<file path="src/rtl/mod_reduce_seq.sv">
// Sequential X mod M reducer: restoring shift-subtract, one dividend bit per cycle.
// Optional quotient output out_q is enabled by defining MOD_REDUCE_QUOT_EN.
module mod_reduce_seq #(
   parameter int W = 16
) (
   input  logic           clk,
   input  logic           rst_n,
   input  logic           in_valid,
   output logic           in_ready,
   input  logic [2*W-1:0] in_x,
   input  logic [W-1:0]   in_m,
   output logic           out_valid,
   input  logic           out_ready,
   output logic [W-1:0]   out_r,
   output logic           out_err
`ifdef MOD_REDUCE_QUOT_EN
   ,
   output logic [2*W-1:0] out_q
`endif
);

   localparam int CW = $clog2(2*W);

   typedef enum logic [1:0] {IDLE, RUN, DONE} state_t;

   state_t         state_reg;
   logic [2*W-1:0] x_reg;
   logic [W-1:0]   m_reg;
   logic [W:0]     r_reg;
   logic [CW-1:0]  count_reg;

   logic [W:0]     r_shift;
   logic [W:0]     r_next;
   logic           sub_bit;

   // One restoring step; R stays below M, so the shift cannot overflow W+1 bits.
   always_comb begin
      r_shift = (r_reg << 1) | {{W{1'b0}}, x_reg[count_reg]};
      sub_bit = (r_shift >= {1'b0, m_reg});
      r_next  = sub_bit ? (r_shift - {1'b0, m_reg}) : r_shift;
   end

`ifdef MOD_REDUCE_QUOT_EN
   logic [2*W-1:0] q_reg;
   logic [2*W-1:0] q_next;

   always_comb begin
      q_next = {q_reg[2*W-2:0], sub_bit};
   end
`endif

   always_ff @(posedge clk or negedge rst_n) begin
      if (!rst_n) begin
         state_reg <= IDLE;
         x_reg     <= '0;
         m_reg     <= '0;
         r_reg     <= '0;
         count_reg <= '0;
         in_ready  <= 1'b1;
         out_valid <= 1'b0;
         out_r     <= '0;
         out_err   <= 1'b0;
`ifdef MOD_REDUCE_QUOT_EN
         q_reg     <= '0;
         out_q     <= '0;
`endif
      end else begin
         case (state_reg)
            IDLE: begin
               if (in_valid && in_ready) begin
                  x_reg     <= in_x;
                  m_reg     <= in_m;
                  r_reg     <= '0;
                  count_reg <= CW'(2*W-1);
                  in_ready  <= 1'b0;
                  out_r     <= '0;
                  out_err   <= (in_m == '0);
`ifdef MOD_REDUCE_QUOT_EN
                  q_reg     <= '0;
                  out_q     <= '0;
`endif
                  state_reg <= (in_m == '0) ? DONE : RUN;
               end
            end
            RUN: begin
               r_reg     <= r_next;
               count_reg <= count_reg - CW'(1);
`ifdef MOD_REDUCE_QUOT_EN
               q_reg     <= q_next;
`endif
               if (count_reg == '0) begin
                  out_valid <= 1'b1;
                  out_r     <= r_next[W-1:0];
`ifdef MOD_REDUCE_QUOT_EN
                  out_q     <= q_next;
`endif
                  state_reg <= DONE;
               end
            end
            DONE: begin
               // The divide-by-zero path enters here with out_valid still low.
               if (out_valid && out_ready) begin
                  out_valid <= 1'b0;
                  in_ready  <= 1'b1;
                  state_reg <= IDLE;
               end else begin
                  out_valid <= 1'b1;
               end
            end
            default: begin
               state_reg <= IDLE;
               in_ready  <= 1'b1;
               out_valid <= 1'b0;
            end
         endcase
      end
   end

endmodule

</file>
<file path="config.mk">
export PLATFORM = sky130hd
export DESIGN_NAME = mod_reduce_seq
export DESIGN_NICKNAME = d
export VERILOG_FILES = /design/src/rtl/mod_reduce_seq.sv
export SDC_FILE = /design/constraint.sdc
export NUM_CORES = 1
export LEC_CHECK = 0
export CORE_MARGIN = 4
export CORE_UTILIZATION = 43
export DETAILED_ROUTE_END_ITERATION = 12
export PLACE_DENSITY = 0.68
export SYNTH_ARGS = -nofsm -noshare
export SYNTH_HDL_FRONTEND = slang
export SYNTH_SLANG_ARGS = --single-unit
</file>
<file path="constraint.sdc">
create_clock -name clk -period 3.75 [get_ports clk]
set_input_delay 0.75 -clock clk [delete_from_list [all_inputs] [get_ports clk]]
set_output_delay 0.75 -clock clk [all_outputs]
set_load 0.02 [all_outputs]
</file>
==> results of run 1 <==
==> stage by stage <==
step / worst slack, ns / instances / cell area (sq um)
3_3_place_gp: 0.03108 / 671 / 5806
6_report: 0.1548 / 688 / 6163
3_5_place_dp: -0.05372 / 671 / 5806
4_1_cts: 0.03365 / 687 / 6116
2_1_floorplan: 0.1100 / 470 / 4908
5_1_grt: -0.03142 / 688 / 6163
==> synthesized netlist by cell type (2+ instances only) <==
library cell  number  area share
buf_2              5      0.0051
xnor2_1            6       0.011
o21ai_0           40       0.041
mux2_2            52        0.12
nor2_1            22       0.017
o31ai_1            5      0.0076
mux4_2             2      0.0092
xor2_1             5      0.0089
a22o_1             3      0.0054
a21boi_0           5      0.0076
nor4_1             4      0.0051
a21o_1             4      0.0061
clkbuf_1          11      0.0084
nand2b_1           2      0.0025
inv_1             28       0.021
mux2i_1           17       0.035
nand2_1           57       0.044
nand4_1            3      0.0038
a41oi_1            2      0.0036
nand3_1           12       0.012
ha_1              21       0.054
o221ai_1           2      0.0036
dfrtp_1           89        0.45
a31oi_1            3      0.0038
a211oi_1           3      0.0046
a311oi_1           4      0.0071
and3_1             5      0.0064
nor2b_1            2      0.0025
o21ai_1            3      0.0031
o211ai_1           6      0.0092
a21oi_1           16       0.016
buf_1              7      0.0054
a2bb2oi_1          2      0.0036
mux4_1             3       0.016
==> where the power goes <==
part           switching, uW  internal [uW]  total (uW)
logic                   1310           1220        2530
registers                239           1340        1580
clock network            374            535         909
total                   1930           3090        5020
==> logic make-up after synthesis <==
group,after synthesis
XOR/XNOR,11
flip-flops,90
multiplexers,74
buffers and inverters,53
AND/OR/NAND/NOR,115
adder cells (fa/ha/maj),22
AO/OA/AOI/OAI,105
==> critical path: stages, from the launching register on <==
cell and delay (ns):
dfrtp_2 0.41, mux4_2 0.50, mux2_2 0.28, nand3_1 0.09
o311ai_1 0.12, a31oi_2 0.21, ha_2 0.22, inv_2 0.04
fa_2 0.38, a21o_1 0.20, a221oi_4 0.30, o21ai_2 0.12
and4b_1 0.21, a41oi_2 0.14, and3_4 0.21, o31ai_2 0.06
==> timing repair <==
item                                    in CTS  in global routing
resized for setup                            1                 21
hold buffers                                 0                  0
buffers inserted                             0                  1
pin swaps                                    0                 11
endpoints found under the setup margin       4                  9
==> path summary, 6_finish.rpt <==
kind	endpoint	slack, ns	depth (start not counted)
min	out_r[4]$_DFFE_PN0P_	0.48	2
max	r_reg[14]$_DFFE_PN0P_	0.15	15
max reg2reg	r_reg[14]$_DFFE_PN0P_	0.15	15
max in group asynchronous	count_reg[0]$_DFFE_PN0P_	2.54	2
min reg2reg	out_r[4]$_DFFE_PN0P_	0.48	2
min in group asynchronous	out_r[3]$_DFFE_PN0P_	0.50	1
==> cell type report <==
cell class / instances / area (sq um) / share of cell area
multi-input combinational: 327 / 2491 / 0.4042
sequential: 90 / 2255 / 0.3658
clock buffer: 10 / 239.0 / 0.03877
tap: 140 / 175.2 / 0.02842
inverter: 28 / 105.1 / 0.01705
timing repair buffer: 87 / 833.3 / 0.1352
clock inverter: 6 / 65.06 / 0.01056
==> metal layers <==
| metal | vias to the layer above | part of all wire | GRT usage |
|---|---|---|---|
| li1 | 1820 | - | - |
| met1 | 1863 | 0.43 | 0.2163 |
| met2 | 87 | 0.50 | 0.3183 |
| met3 | 21 | 0.055 | 0.04684 |
| met4 | 2 | 0.017 | 0.04695 |
| met5 | - | 0.0012 | 0 |
==> cells in the final DEF, fill, tap and decap left out, types with 3 or more instances in the layout <==
cell	Yosys	final
xor2_1	5	5
a21o_1	4	4
ha_1	21	20
and3_1	5	4
xnor2_1	6	6
buf_4	1	16
mux2i_1	17	17
mux2_2	52	52
a21oi_1	16	16
clkbuf_16	0	9
o21ai_1	3	8
clkdlybuf4s50_1	0	69
a211oi_1	3	3
o31ai_1	5	3
a311oi_1	4	4
nand4_1	3	3
nand3_1	12	11
nor2_1	22	22
o21ai_0	40	34
inv_1	28	27
nand2_1	57	57
dfrtp_1	89	88
mux4_2	2	5
a21boi_0	5	4
nor4_1	4	4
o211ai_1	6	6
a22o_1	3	3
==> impl_results.rst, run 1 <==
.. list-table::
   :header-rows: 1

   * - Metric
     - Value
   * - Number of nets in the layout
     - 617
   * - Total power per unit cell area
     - 814.4 mW/mm^2
   * - Htree depth
     - 3
   * - Die span in y
     - 114.8 um
   * - Number of global-route vias before repair
     - 4065
   * - Final setup violation count
     - 0
   * - Launching element of the worst setup path
     - count_reg[0]$_DFFE_PN0P_
   * - Synthesized net count
     - 544
   * - Fraction of final layout cells with drive strength greater than 1
     - 0.1934
   * - Final Total Pwr
     - 5020 uW
   * - Initial detailed-routing violation count
     - 142
   * - Pre-Repair DR Iteration Count
     - 4
   * - Clock slew at the register clock pins of the worst setup and hold paths
     - 0.07 ns
   * - Cell at the root of the clock tree
     - clkbuf_16
   * - Starting Density
     - 0.4469
   * - WL final
     - 11290 um
   * - Kind of end point of the critical path
     - flop
   * - P&R area growth vs syn
     - 25.57%
   * - Number of cell rows
     - 38
   * - Global routing usage summed across all routing layers
     - 0.1794
   * - Pin slew with the least headroom to its limit
     - 0.9549 ns
   * - Critical-path maximum fanout
     - 3
   * - Total vias in the final route
     - 3793
   * - Total congestion overflow
     - 0
   * - Post-synth design cell area
     - 0.004908 sq mm
   * - Largest register FFs
     - 32
   * - Avg Synthesized Cell Area
     - 10.44 sq um
   * - Start point of the worst min-delay path
     - out_r[4]$_DFFE_PN0P_
   * - XOR/XNOR Fraction of Synth Area
     - 0.01963
   * - Async set-reset flop share out of synthesis
     - 1.000
   * - Synth warn
     - 0
   * - Category of the worst setup path launch point
     - flop
   * - First-pass GRT wire length
     - 19090 um
   * - Hpwl dp
     - 8423 um
   * - Final worst hold slack
     - 0.4766 ns
   * - Diode insertion count for antenna repair
     - 0
   * - Worst supply voltage drop on vdd
     - 0.4853 mV
   * - Clock tree from TritonCTS
     - yes
   * - Number of clock buffers inserted by TritonCTS
     - 9
   * - Seq/Total Area, Yosys
     - 0.4591
   * - DRC violation count after routing
     - 0
   * - Max_cap viols
     - 0
   * - Via count normalized by instance count
     - 5.513
   * - Area fraction in and, or, nand and nor cells after synthesis
     - 0.1055
   * - Routed length per placed instance
     - 16.41 um
   * - Unrepaired setup endpoints after global routing
     - yes
   * - Flip-flop and latch count after synthesis
     - 90
   * - Post-synthesis instance total
     - 470
   * - Path type of the worst setup path
     - reg2reg
   * - WP data required
     - 3.96 ns
   * - Compound-gate portion of the synthesized area
     - 0.1348
   * - Mux contribution to synthesized area
     - 0.1792
   * - Antenna Violating Nets Remaining
     - 0
   * - Count of pins over their slew limit
     - 0
   * - Number of library cell types mapped by synthesis
     - 53
   * - Filler Cell Count
     - 1006
   * - Largest family of logic cells by synthesized area
     - multiplexers
   * - Clock Tree Buf Depth
     - 2
   * - Most used DFF post-synth
     - dfrtp_1
   * - Count of endpoints failing hold in the final timing report
     - 0
   * - Classification of the worst-slack hold path
     - reg2reg
   * - Static leakage power
     - 0.002689 uW
   * - Die Span X
     - 114.8 um
   * - Max-slew headroom at the worst pin
     - 0.3544
   * - I/O pin count
     - 71
   * - Die Outline Area
     - 0.01319 sq mm
   * - Adder-Cell Fraction of Synth Area
     - 0.05761
   * - Result of the run
     - finished clean
   * - Post-Route Skew
     - 0.009687 ns
   * - Clock latency on the worst-skew pair
     - 0.34 ns
   * - Placer Congestion
     - 0.8731
   * - Core occupancy in the finished layout
     - 0.5612
   * - Antenna violations before repair
     - 1
   * - Pin count of the biggest net entering global routing
     - 63
   * - Startpoint of the lowest-slack register-to-register path
     - count_reg[0]$_DFFE_PN0P_
   * - Final clock period utilization by the worst path
     - 0.9587
   * - Min Tclk post-route
     - 3.595 ns
   * - Max Clock Freq
     - 278.1 MHz
   * - Core outline area
     - 0.01098 sq mm
   * - Arr. time, crit path
     - 3.81 ns
   * - Setup TNS Final
     - 0 ns
   * - Post-synth EDFFs
     - 0
   * - Clock tree sinks
     - 90
   * - Total of buffers placed on input and output ports
     - 70
Power figures use the tool's default switching activity.
==> run 2, diff against run 1 <==
--- a/config.mk
+++ b/config.mk
@@ -5,7 +5,6 @@
 export SDC_FILE = /design/constraint.sdc
 export NUM_CORES = 1
 export LEC_CHECK = 0
-export CORE_MARGIN = 4
 export CORE_UTILIZATION = 43
 export DETAILED_ROUTE_END_ITERATION = 12
 export PLACE_DENSITY = 0.68
==> run 2 against run 1 <==
  * Final cell count grew 0.58%
  * Highest routed layer is now met4
  * Non-clock buffer count increased by 4
  * Final area grew 0.91%
  * Worst setup slack worse by 0.048 ns
  * Sequential power about the same
  * Die area fell by 10%
  * Total power increased by 1.9%
  * Via count is 0.90% lower
  * Largest cell class unchanged
  * Routed wire length shrank 0.64%
==> impl_results.rst, run 2 (synthesis gave the netlist of run 1 again) <==
.. list-table::
   :header-rows: 1

   * - Metric
     - Value
   * - Result of the run
     - finished clean (unchanged)
   * - First-pass GRT wire length
     - 18550 um (was 19090 um)
   * - Max-slew headroom at the worst pin
     - 0.5437 (was 0.3544)
   * - Cell at the root of the clock tree
     - clkbuf_16 (unchanged)
   * - Core occupancy in the finished layout
     - 0.5663 (was 0.5612)
   * - Total vias in the final route
     - 3759 (was 3793)
   * - Pin count of the biggest net entering global routing
     - 56 (was 63)
   * - Max Clock Freq
     - 274.5 MHz (was 278.1 MHz)
   * - Die Span X
     - 108.8 um (was 114.8 um)
   * - Placer Congestion
     - 0.8802 (was 0.8731)
   * - Total of buffers placed on input and output ports
     - 70 (unchanged)
   * - WP data required
     - 3.97 ns (was 3.96 ns)
   * - Clock latency on the worst-skew pair
     - 0.35 ns (was 0.34 ns)
   * - Pre-Repair DR Iteration Count
     - 4 (unchanged)
   * - Filler Cell Count
     - 958 (was 1006)
   * - Antenna violations before repair
     - 0 (was 1)
   * - Diode insertion count for antenna repair
     - 0 (unchanged)
   * - Most frequent standard cell in the layout excluding fill and tap cells
     - dfrtp_1 (unchanged)
   * - Core outline area
     - 0.01098 sq mm (unchanged)
   * - Post-Layout Cell Count
     - 692 (was 688)
   * - Global routing usage summed across all routing layers
     - 0.2088 (was 0.1794)
   * - Pin slew with the least headroom to its limit
     - 0.6845 ns (was 0.9549 ns)
   * - Antenna Violating Nets Remaining
     - 0 (unchanged)
   * - Clock slew at the register clock pins of the worst setup and hold paths
     - 0.07 ns (about the same)
   * - Initial detailed-routing violation count
     - 221 (was 142)
   * - Min Tclk post-route
     - 3.643 ns (was 3.595 ns)
   * - Worst path setup slack after routing
     - 0.1073 ns (was 0.1548 ns)
   * - Starting Density
     - 0.4469 (unchanged)
   * - Clock tree from TritonCTS
     - yes (unchanged)
   * - Htree depth
     - 3 (unchanged)
   * - Largest register FFs
     - 32 (unchanged)
   * - Combinational group share of total power
     - 0.496 (was 0.505)
   * - DRC violation count after routing
     - 0 (unchanged)
   * - Clock share of power
     - 0.197 (was 0.181)
   * - Worst supply voltage drop on vdd
     - 0.4383 mV (was 0.4853 mV)
   * - Max_cap viols
     - 0 (unchanged)
   * - Setup TNS Final
     - 0 ns (unchanged)
   * - Portion of total power attributed to sequential cells
     - 0.308 (was 0.314)
   * - Die Outline Area
     - 0.01185 sq mm (was 0.01319 sq mm)
   * - Final setup violation count
     - 0 (unchanged)
   * - Kind of end point of the critical path
     - flop (unchanged)
   * - WL final
     - 11220 um (was 11290 um)
   * - Commonest cells after routing, fill and taps aside
     - dfrtp_1 (88), clkdlybuf4s50_1 (69), nand2_1 (57) (unchanged)
   * - Critical-path maximum fanout
     - 4 (was 3)
   * - Arr. time, crit path
     - 3.86 ns (was 3.81 ns)
   * - Final clock period utilization by the worst path
     - 0.9714 (was 0.9587)
   * - Via count normalized by instance count
     - 5.432 (was 5.513)
   * - Switching component of the power
     - 1922 uW (was 1925 uW)
   * - P&R area growth vs syn
     - 26.71% (was 25.57%)
   * - Unrepaired setup endpoints after global routing
     - yes (unchanged)
   * - Fraction of final layout cells with drive strength greater than 1
     - 0.1975 (was 0.1934)
   * - Total congestion overflow
     - 0 (unchanged)
   * - Number of cell rows
     - 38 (unchanged)
   * - Die span in y
     - 108.8 um (was 114.8 um)
   * - Number of buffers added to fix hold violations after cts
     - 0 (unchanged)
   * - Clock Tree Buf Depth
     - 2 (unchanged)
   * - Clock tree sinks
     - 90 (unchanged)
   * - Static leakage power
     - 0.002728 uW (was 0.002689 uW)
   * - Number of nets in the layout
     - 621 (was 617)
   * - Routed length per placed instance
     - 16.21 um (was 16.41 um)
   * - Path type of the worst setup path
     - reg2reg (unchanged)
   * - Number of clock buffers inserted by TritonCTS
     - 9 (unchanged)
   * - Count of endpoints failing hold in the final timing report
     - 0 (unchanged)
   * - Number of global-route vias before repair
     - 3844 (was 4065)
   * - Category of the worst setup path launch point
     - flop (unchanged)
   * - Count of pins over their slew limit
     - 0 (unchanged)
   * - Final worst hold slack
     - 0.4479 ns (was 0.4766 ns)
   * - Switching part of the total power
     - 0.3756 (was 0.3835)
   * - Cell Int Power
     - 3195 uW (was 3094 uW)
   * - Total power per unit cell area
     - 822.7 mW/mm^2 (was 814.4 mW/mm^2)
   * - I/O pin count
     - 71 (unchanged)
   * - Post-Route Skew
     - 0.007489 ns (was 0.009687 ns)
   * - Inst Count DP
     - 673 (was 671)
   * - Hpwl dp
     - 8321 um (was 8423 um)
   * - Classification of the worst-slack hold path
     - in2async (was reg2reg)
   * - Worst slack at placement
     - -0.1204 ns (was -0.05372 ns)
[run 2: cell type report]
cell class | count | area, sq um | share of cell area
Sequential cell | 90 | 2255 | 0.3625
Clock inverter | 5 | 86.33 | 0.01388
Tap cell | 140 | 175.2 | 0.02816
Timing Repair Buffer | 91 | 859.6 | 0.1382
Clock buffer | 11 | 252.7 | 0.04064
Inverter | 28 | 105.1 | 0.01690
Multi-Input combinational cell | 327 | 2486 | 0.3997
[run 2: per-stage QoR]
step / power (uW) / area [sq um]
3_5_place_dp: 4033 / 5821
4_1_cts: 5061 / 6167
2_1_floorplan: 3356 / 4908
6_report: 5117 / 6220
5_1_grt: 5497 / 6220
3_3_place_gp: 3953 / 5821
[run 2: power by group through the flow]
| stage | sequential [uW] | clock [uW] | combinational, uW |
|---|---|---|---|
| after floorplan | 1510 | 0 | 1850 |
| after global placement | 1560 | 0 | 2390 |
| after detailed placement | 1580 | 0 | 2450 |
| after CTS | 1570 | 1030 | 2470 |
| after global routing | 1620 | 1080 | 2800 |
| final | 1570 | 1010 | 2540 |
[run 2: what timing repair did]
action / CTS / global route
setup buffers: 0 / 3
setup endpoints to repair: 6 / 8
pin swaps: 0 / 7
gates resized for setup: 2 / 14
[run 2: metal layers]
metal  share of wire  track usage
met2            0.51       0.3739
met1            0.42       0.2400
met3           0.052      0.06455
met4          0.0095      0.05598
met5               0            0
[run 2: critical path, cell delays in order (launching register included)]
cell and delay (ns):
dfrtp_2 0.42, mux4_2 0.51, mux2_4 0.28, nand3_2 0.08, o311ai_2 0.10, a31oi_2 0.21, ha_2 0.21, inv_1 0.05
fa_2 0.34, a21o_1 0.20, a221oi_2 0.31, o21ai_2 0.13, and4b_1 0.21, a41oi_2 0.17, and3_4 0.21, o31ai_1 0.07
[run 2: final timing paths]
kind                       cells past startpoint                startpoint                        to  slack [ns]
min                                            1                     rst_n      m_reg[1]$_DFFE_PN0P_        0.45
max in group asynchronous                      2                     rst_n  count_reg[0]$_DFFE_PN0P_        2.56
max                                           15  count_reg[0]$_DFFE_PN0P_     out_r[14]$_DFFE_PN0P_        0.11
min reg2reg                                    2     out_r[10]$_DFFE_PN0P_     out_r[10]$_DFFE_PN0P_        0.48
max reg2reg                                   15  count_reg[0]$_DFFE_PN0P_     out_r[14]$_DFFE_PN0P_        0.11
min in group clk                               2     out_r[10]$_DFFE_PN0P_     out_r[10]$_DFFE_PN0P_        0.48
